## config.mk

```make
export PLATFORM = sky130hd
export DESIGN_NAME = pwm_multi_button
export DESIGN_NICKNAME = d
export VERILOG_FILES = /design/src/rtl/pwm_multi_button.sv
export SDC_FILE = /design/constraint.sdc
export NUM_CORES = 1
export LEC_CHECK = 0
export BUFFER_PORTS_ARGS = -buffer_cell sky130_fd_sc_hd__buf_2
export CAP_MARGIN = 0
export CORE_MARGIN = 3
export CORE_UTILIZATION = 45
export CTS_BUF_LIST = sky130_fd_sc_hd__clkbuf_8
export CTS_CLUSTER_DIAMETER = 200
export CTS_CLUSTER_SIZE = 20
export DETAILED_ROUTE_END_ITERATION = 8
export SLEW_MARGIN = 10
export SYNTH_ARGS = -nofsm -noshare
export SYNTH_HDL_FRONTEND = slang
export SYNTH_SLANG_ARGS = --single-unit
```

## constraint.sdc

```tcl
create_clock -name clk -period 3 [get_ports clk]
set_clock_uncertainty 0.05 [all_clocks]
set_input_delay 0.45 -clock clk [delete_from_list [all_inputs] [get_ports clk]]
set_output_delay 0.45 -clock clk [all_outputs]
set_load 0.1 [all_outputs]
```

## src/rtl/pwm_multi_button.sv

```systemverilog
// Multi-channel button-controlled PWM: debounced buttons with auto-repeat, shadowed
// per-channel duty and shared prescaler, both applied only at PWM period boundaries.
module pwm_multi_button #(
  parameter int CHANNELS    = 4,
  parameter int DB_BITS     = 4,
  parameter int DUTY_W      = 8,
  parameter int PRE_W       = 8,
  parameter int DUTY_STEP   = 1,
  parameter int REP_BITS    = 6,
  parameter int AUTO_REPEAT = 1,
  localparam int SEL_W      = (CHANNELS > 1) ? $clog2(CHANNELS) : 1
) (
  input  logic                clk,
  input  logic                rst_n,
  input  logic                inc_duty_bt,
  input  logic                dec_duty_bt,
  input  logic                inc_freq_bt,
  input  logic                dec_freq_bt,
  input  logic                ch_sel_bt,
  output logic [SEL_W-1:0]    sel_ch,
  output logic [CHANNELS-1:0] pwm_out
);

  localparam int NB = 5;
  localparam int B_INC_DUTY = 0;
  localparam int B_DEC_DUTY = 1;
  localparam int B_INC_FREQ = 2;
  localparam int B_DEC_FREQ = 3;
  localparam int B_CH_SEL   = 4;

  localparam logic [DUTY_W:0]  STEP_X    = (DUTY_W+1)'(DUTY_STEP);
  localparam logic [DUTY_W:0]  DUTY_MAX  = {1'b0, {DUTY_W{1'b1}}};
  localparam logic [SEL_W-1:0] SEL_LAST  = SEL_W'(CHANNELS - 1);
  localparam logic [PRE_W-1:0] DIV_MAX   = {PRE_W{1'b1}};

  logic [NB-1:0] btn_raw;
  logic [NB-1:0] strobe;

  assign btn_raw = {ch_sel_bt, dec_freq_bt, inc_freq_bt, dec_duty_bt, inc_duty_bt};

  // Per-button synchroniser, debounce and (for the duty/freq buttons) auto-repeat.
  for (genvar gi = 0; gi < NB; gi++) begin : g_btn
    localparam bit REP_EN = (AUTO_REPEAT != 0) && (gi != B_CH_SEL);

    logic                sync1_reg;
    logic                sync2_reg;
    logic                stable_reg;
    logic [DB_BITS-1:0]  db_cnt_reg;
    logic [REP_BITS-1:0] rep_cnt_reg;
    logic                strobe_reg;

    always_ff @(posedge clk) begin
      if (!rst_n) begin
        sync1_reg   <= 1'b0;
        sync2_reg   <= 1'b0;
        stable_reg  <= 1'b0;
        db_cnt_reg  <= '0;
        rep_cnt_reg <= '0;
        strobe_reg  <= 1'b0;
      end else begin
        sync1_reg  <= btn_raw[gi];
        sync2_reg  <= sync1_reg;
        strobe_reg <= 1'b0;
        if (sync2_reg != stable_reg) begin
          if (db_cnt_reg == {DB_BITS{1'b1}}) begin
            stable_reg <= sync2_reg;
            db_cnt_reg <= '0;
            if (sync2_reg)
              strobe_reg <= 1'b1;
          end else begin
            db_cnt_reg <= db_cnt_reg + 1'b1;
          end
        end else begin
          db_cnt_reg <= '0;
        end
        // Repeat fires on the wrap, i.e. 2^REP_BITS cycles after the press strobe.
        if (REP_EN && stable_reg) begin
          rep_cnt_reg <= rep_cnt_reg + 1'b1;
          if (rep_cnt_reg == {REP_BITS{1'b1}})
            strobe_reg <= 1'b1;
        end else begin
          rep_cnt_reg <= '0;
        end
      end
    end

    assign strobe[gi] = strobe_reg;
  end

  logic             duty_wr;
  logic             duty_up;
  logic             div_wr;
  logic [SEL_W-1:0] sel_ch_reg;
  logic [PRE_W-1:0] shadow_div_reg;
  logic [PRE_W-1:0] active_div_reg;
  logic [PRE_W-1:0] pre_reg;
  logic [DUTY_W-1:0] pwm_cnt_reg;
  logic             tick;
  logic             boundary;

  // Opposing strobes in the same cycle cancel out.
  assign duty_wr = strobe[B_INC_DUTY] ^ strobe[B_DEC_DUTY];
  assign duty_up = strobe[B_INC_DUTY];
  assign div_wr  = strobe[B_INC_FREQ] ^ strobe[B_DEC_FREQ];

  assign tick     = (pre_reg == active_div_reg);
  assign boundary = tick && (pwm_cnt_reg == {DUTY_W{1'b1}});

  always_ff @(posedge clk) begin
    if (!rst_n) begin
      sel_ch_reg     <= '0;
      shadow_div_reg <= '0;
      active_div_reg <= '0;
      pre_reg        <= '0;
      pwm_cnt_reg    <= '0;
    end else begin
      if (strobe[B_CH_SEL])
        sel_ch_reg <= (sel_ch_reg == SEL_LAST) ? '0 : sel_ch_reg + 1'b1;
      if (div_wr) begin
        if (strobe[B_INC_FREQ])
          shadow_div_reg <= (shadow_div_reg == '0) ? '0 : shadow_div_reg - 1'b1;
        else
          shadow_div_reg <= (shadow_div_reg == DIV_MAX) ? DIV_MAX : shadow_div_reg + 1'b1;
      end
      pre_reg <= tick ? '0 : pre_reg + 1'b1;
      if (tick)
        pwm_cnt_reg <= pwm_cnt_reg + 1'b1;
      if (boundary)
        active_div_reg <= shadow_div_reg;
    end
  end

  assign sel_ch = sel_ch_reg;

  function automatic logic [DUTY_W-1:0] sat_step(input logic [DUTY_W-1:0] d, input logic up);
    logic [DUTY_W:0] dx;
    logic [DUTY_W:0] sum;
    dx  = {1'b0, d};
    sum = dx + STEP_X;
    if (up)
      sat_step = (sum > DUTY_MAX) ? DUTY_MAX[DUTY_W-1:0] : sum[DUTY_W-1:0];
    else
      sat_step = (dx < STEP_X) ? '0 : d - STEP_X[DUTY_W-1:0];
  endfunction

  // Per-channel shadow/active duty and registered comparator output.
  for (genvar gi = 0; gi < CHANNELS; gi++) begin : g_ch
    localparam logic [SEL_W-1:0] CH_IDX = SEL_W'(gi);

    logic [DUTY_W-1:0] shadow_duty_reg;
    logic [DUTY_W-1:0] active_duty_reg;
    logic              out_reg;

    always_ff @(posedge clk) begin
      if (!rst_n) begin
        shadow_duty_reg <= '0;
        active_duty_reg <= '0;
        out_reg         <= 1'b0;
      end else begin
        if (duty_wr && (sel_ch_reg == CH_IDX))
          shadow_duty_reg <= sat_step(shadow_duty_reg, duty_up);
        if (boundary)
          active_duty_reg <= shadow_duty_reg;
        out_reg <= (pwm_cnt_reg < active_duty_reg);
      end
    end

    assign pwm_out[gi] = out_reg;
  end

endmodule

```

==> results_dict.tcl <==
set metrics [dict create \
    drc 0 \
    use_met1_pct 23.6 \
    ctsHoldBuffers 0 \
    yosysTopAreaCellShare_pct 37.6 \
    ant_nets 0 \
    p_per_area_mw_per_mm2 445 \
    cp_max_fo 7 \
    yosys.area_share.adder_pct 8.08 \
    layout_setup_ws_ps 600 \
    critPathSlowestCell "nor3b_1" \
    p_leak_nw 3.44 \
    fp.coreArea_mm2 0.0190 \
    finalHoldViolations 0 \
    insertion_delay_ps 460 \
    setup_viol 0 \
    synth.area.top_cells "dfxtp_1 (38%), ha_1 (8.1%), nand2_1 (6.3%)" \
    syn_inst 1123 \
    drt-wirelength-per-cell_um 13.6 \
    cts_resized 0 \
    fin_setup_tns_ps 0 \
    port_buffers 12 \
    syn_area_mm2 0.00883 \
    grt_pass1_wl_um 32400 \
    synth_top_cell_by_area "dfxtp_1" \
    num_vias 7321 \
    slew_violations 0 \
    path_common_cell "and2_1" \
    met2_usage_pct 29.3 \
    antenna_found_initial 0 \
    synth-compound-area-share_pct 17.3 \
    tritoncts "yes" \
    synth.distinct_cells 57 \
    dpl.hpwl_um 12300 \
    min_period_ps 2400 \
    grt_pass1_vias 6870 \
    synth_top_family_by_area "simple AND/OR/NAND/NOR gates" \
    critPathMaxStageDelay_ps 600 \
    track_usage_pct 17.8 \
    clkTransAtPathRegs_ps 90 \
    hold_path_class "in2reg" \
    status "finished, final reports clean" \
    yosysWarnings 0 \
    critPathRequiredTime_ps 3300 \
    gp_congestion 0.851 \
    die-area_mm2 0.0213 \
    layout.nets 1154 \
    clock-root-buffer "clkbuf_8" \
    vias_per_cell 5.37 \
    cts_buffer_depth 2 \
    grtUsageMet3_pct 4.10 \
    synth_xor_xnor_area_share_pct 6.25 \
    max_cap_violations 0 \
    cp.arrival_ps 2700 \
    syn_nets 1187 \
    synthArstFlopShare_pct 0 \
    slew_headroom_pct 53.5 \
    pre_cts_slack_ps 648 \
    first_pass_iters 5 \
    muxShareOfSynthArea_pct 1.59 \
    setup.worst_path.start_class "flop" \
    areaGrowthSynthToFinish_pct 6.52 \
    cts_htree_levels 4 \
    clock_sinks 166 \
    seq_area_frac_synth_pct 37.6 \
    cts_setup_buffers 0 \
    drt_iter0_drc 366 \
    grt_max_degree 77 \
    die_height_um 146 \
    gr-total-overflow 0 \
    drive_gt1_share_pct 5.17 \
    syn_area_per_cell_um2 7.86 \
    synth_edf_count 0 \
    fmaxAchievable_mhz 417 \
    wirelength_um 18500 \
    period_share_pct 80.0 \
    pin_count 13 \
    grt.busiest_layer "met2" \
    tightest_slew_ps 689 \
    synth_ff_type "dfxtp_1" \
    num_rows 50 \
    ys_ff_latch 166 \
    synthSimpleGateAreaFrac_pct 22.6 \
    worstSetupPathType "reg2reg" \
    die_w_um 146 \
    diodes 0 \
    initial_core_util_pct 46.6 \
    peakVddDrop_v 0.000253 \
    cts_buffers 17 \
    rsz0062_at_grt "false" \
    endpoint_kind "flop" \
    crit_chain "inv_1, ha_1, nor3b_1, a21oi_1, and2_1, a22oi_1, o22ai_1, and2_1" \
]
==> cells in the final DEF (no fill, tap or decap), types with 3 or more instances in the layout <==
master	n
or4_1	5
inv_1	64
a2111oi_0	4
or3_1	9
nand2_1	149
xor2_1	38
a31oi_1	13
mux2i_1	14
nand2b_1	8
nor4_1	7
nor3b_1	5
o31ai_1	5
o311a_1	4
o21a_1	3
a21o_1	12
a21oi_1	107
clkinv_4	4
clkinv_2	3
a211oi_1	6
buf_2	12
nor3_1	26
and3_1	20
nor2_1	105
nand4_1	18
nand3_1	50
o311ai_0	6
o22ai_1	6
and2_1	19
dfxtp_1	166
bufinv_16	4
ha_1	57
clkbuf_8	20
nor2b_1	4
buf_4	7
o21ai_0	62
a22oi_1	4
xnor2_1	25
o211ai_1	4
==> layer usage <==
metal | up-vias | wire length [um]
li1 | 3807 | -
met1 | 3410 | 9140
met2 | 92 | 8520
met3 | 12 | 676
met4 | 0 | 166
met5 | - | 0
==> final cells by class <==
| class | count | area (um2) |
|---|---|---|
| fillers | 1873 | 9550 |
| repair buffers | 20 | 133 |
| clock buffers | 20 | 275 |
| multi-input cells | 821 | 4930 |
| well taps | 260 | 325 |
| inverters | 64 | 241 |
| flip-flops and latches | 166 | 3320 |
| clock inverters | 12 | 176 |
==> metrics by stage <==
stage | util (%) | cells | power (mW) | instance area, um2 | hold WS (ps)
finish | 49.6 | 1363 | 4.18 | 9400 | 140
floorplan | - | 1123 | 2.41 | 8830 | 362
global route | 49.6 | 1363 | 4.36 | 9400 | 114
CTS | 49.6 | 1363 | 4.26 | 9400 | 95.9
detailed placement | 47.2 | 1331 | 2.44 | 8950 | 372
global placement | 47.2 | 1331 | 2.44 | 8950 | 368
==> cell usage after synthesis, types with 7 or more instances <==
| cell type | count |
|---|---|
| a21o_1 | 12 |
| a21oi_1 | 107 |
| a31oi_1 | 13 |
| and2_1 | 19 |
| and3_1 | 20 |
| buf_2 | 15 |
| clkbuf_1 | 43 |
| dfxtp_1 | 166 |
| ha_1 | 57 |
| inv_1 | 63 |
| mux2i_1 | 14 |
| nand2_1 | 149 |
| nand2b_1 | 8 |
| nand3_1 | 50 |
| nand4_1 | 18 |
| nor2_1 | 105 |
| nor3_1 | 26 |
| nor4_1 | 7 |
| o21ai_0 | 62 |
| or3_1 | 9 |
| xnor2_1 | 25 |
| xor2_1 | 38 |
==> kinds of logic after synthesis <==
family	count (synthesis)
AND/OR/NAND/NOR	431
AO/OA/AOI/OAI	256
flip-flops	166
buffers and inverters	136
XOR/XNOR	63
adder cells (fa/ha/maj)	57
multiplexers	14
==> worst paths after layout <==
kind | startpoint | end | slack [ps] | depth (start not counted)
worst min register to register | g_btn[3].sync1_reg$_SDFF_PN0_ | g_btn[3].sync2_reg$_SDFF_PN0_ | 390 | 1
worst max-delay path | g_ch[0].shadow_duty_reg[0]$_SDFFE_PN0P_ | g_ch[0].shadow_duty_reg[5]$_SDFFE_PN0P_ | 600 | 8
worst min-delay path | dec_duty_bt | g_btn[1].sync1_reg$_SDFF_PN0_ | 140 | 2
worst max register to register | g_ch[0].shadow_duty_reg[0]$_SDFFE_PN0P_ | g_ch[0].shadow_duty_reg[5]$_SDFFE_PN0P_ | 600 | 8
==> report_power, final <==
group          total [mW]  switching (mW)  leakage, nW  internal, mW
Combinational       0.151           0.101         1.87        0.0500
Sequential           2.24          0.0171         1.34          2.22
Clock                1.80           0.825        0.230         0.973
==> worst max-delay path: cells and delay by family (launching register included) <==
kind,cells,cell delay (ps)
AND/OR/NAND/NOR,3,960
AO/OA/AOI/OAI,3,520
flip-flops,1,380
adder cells (fa/ha/maj),1,250
buffers and inverters,1,150
Power figures use the tool's default switching activity.
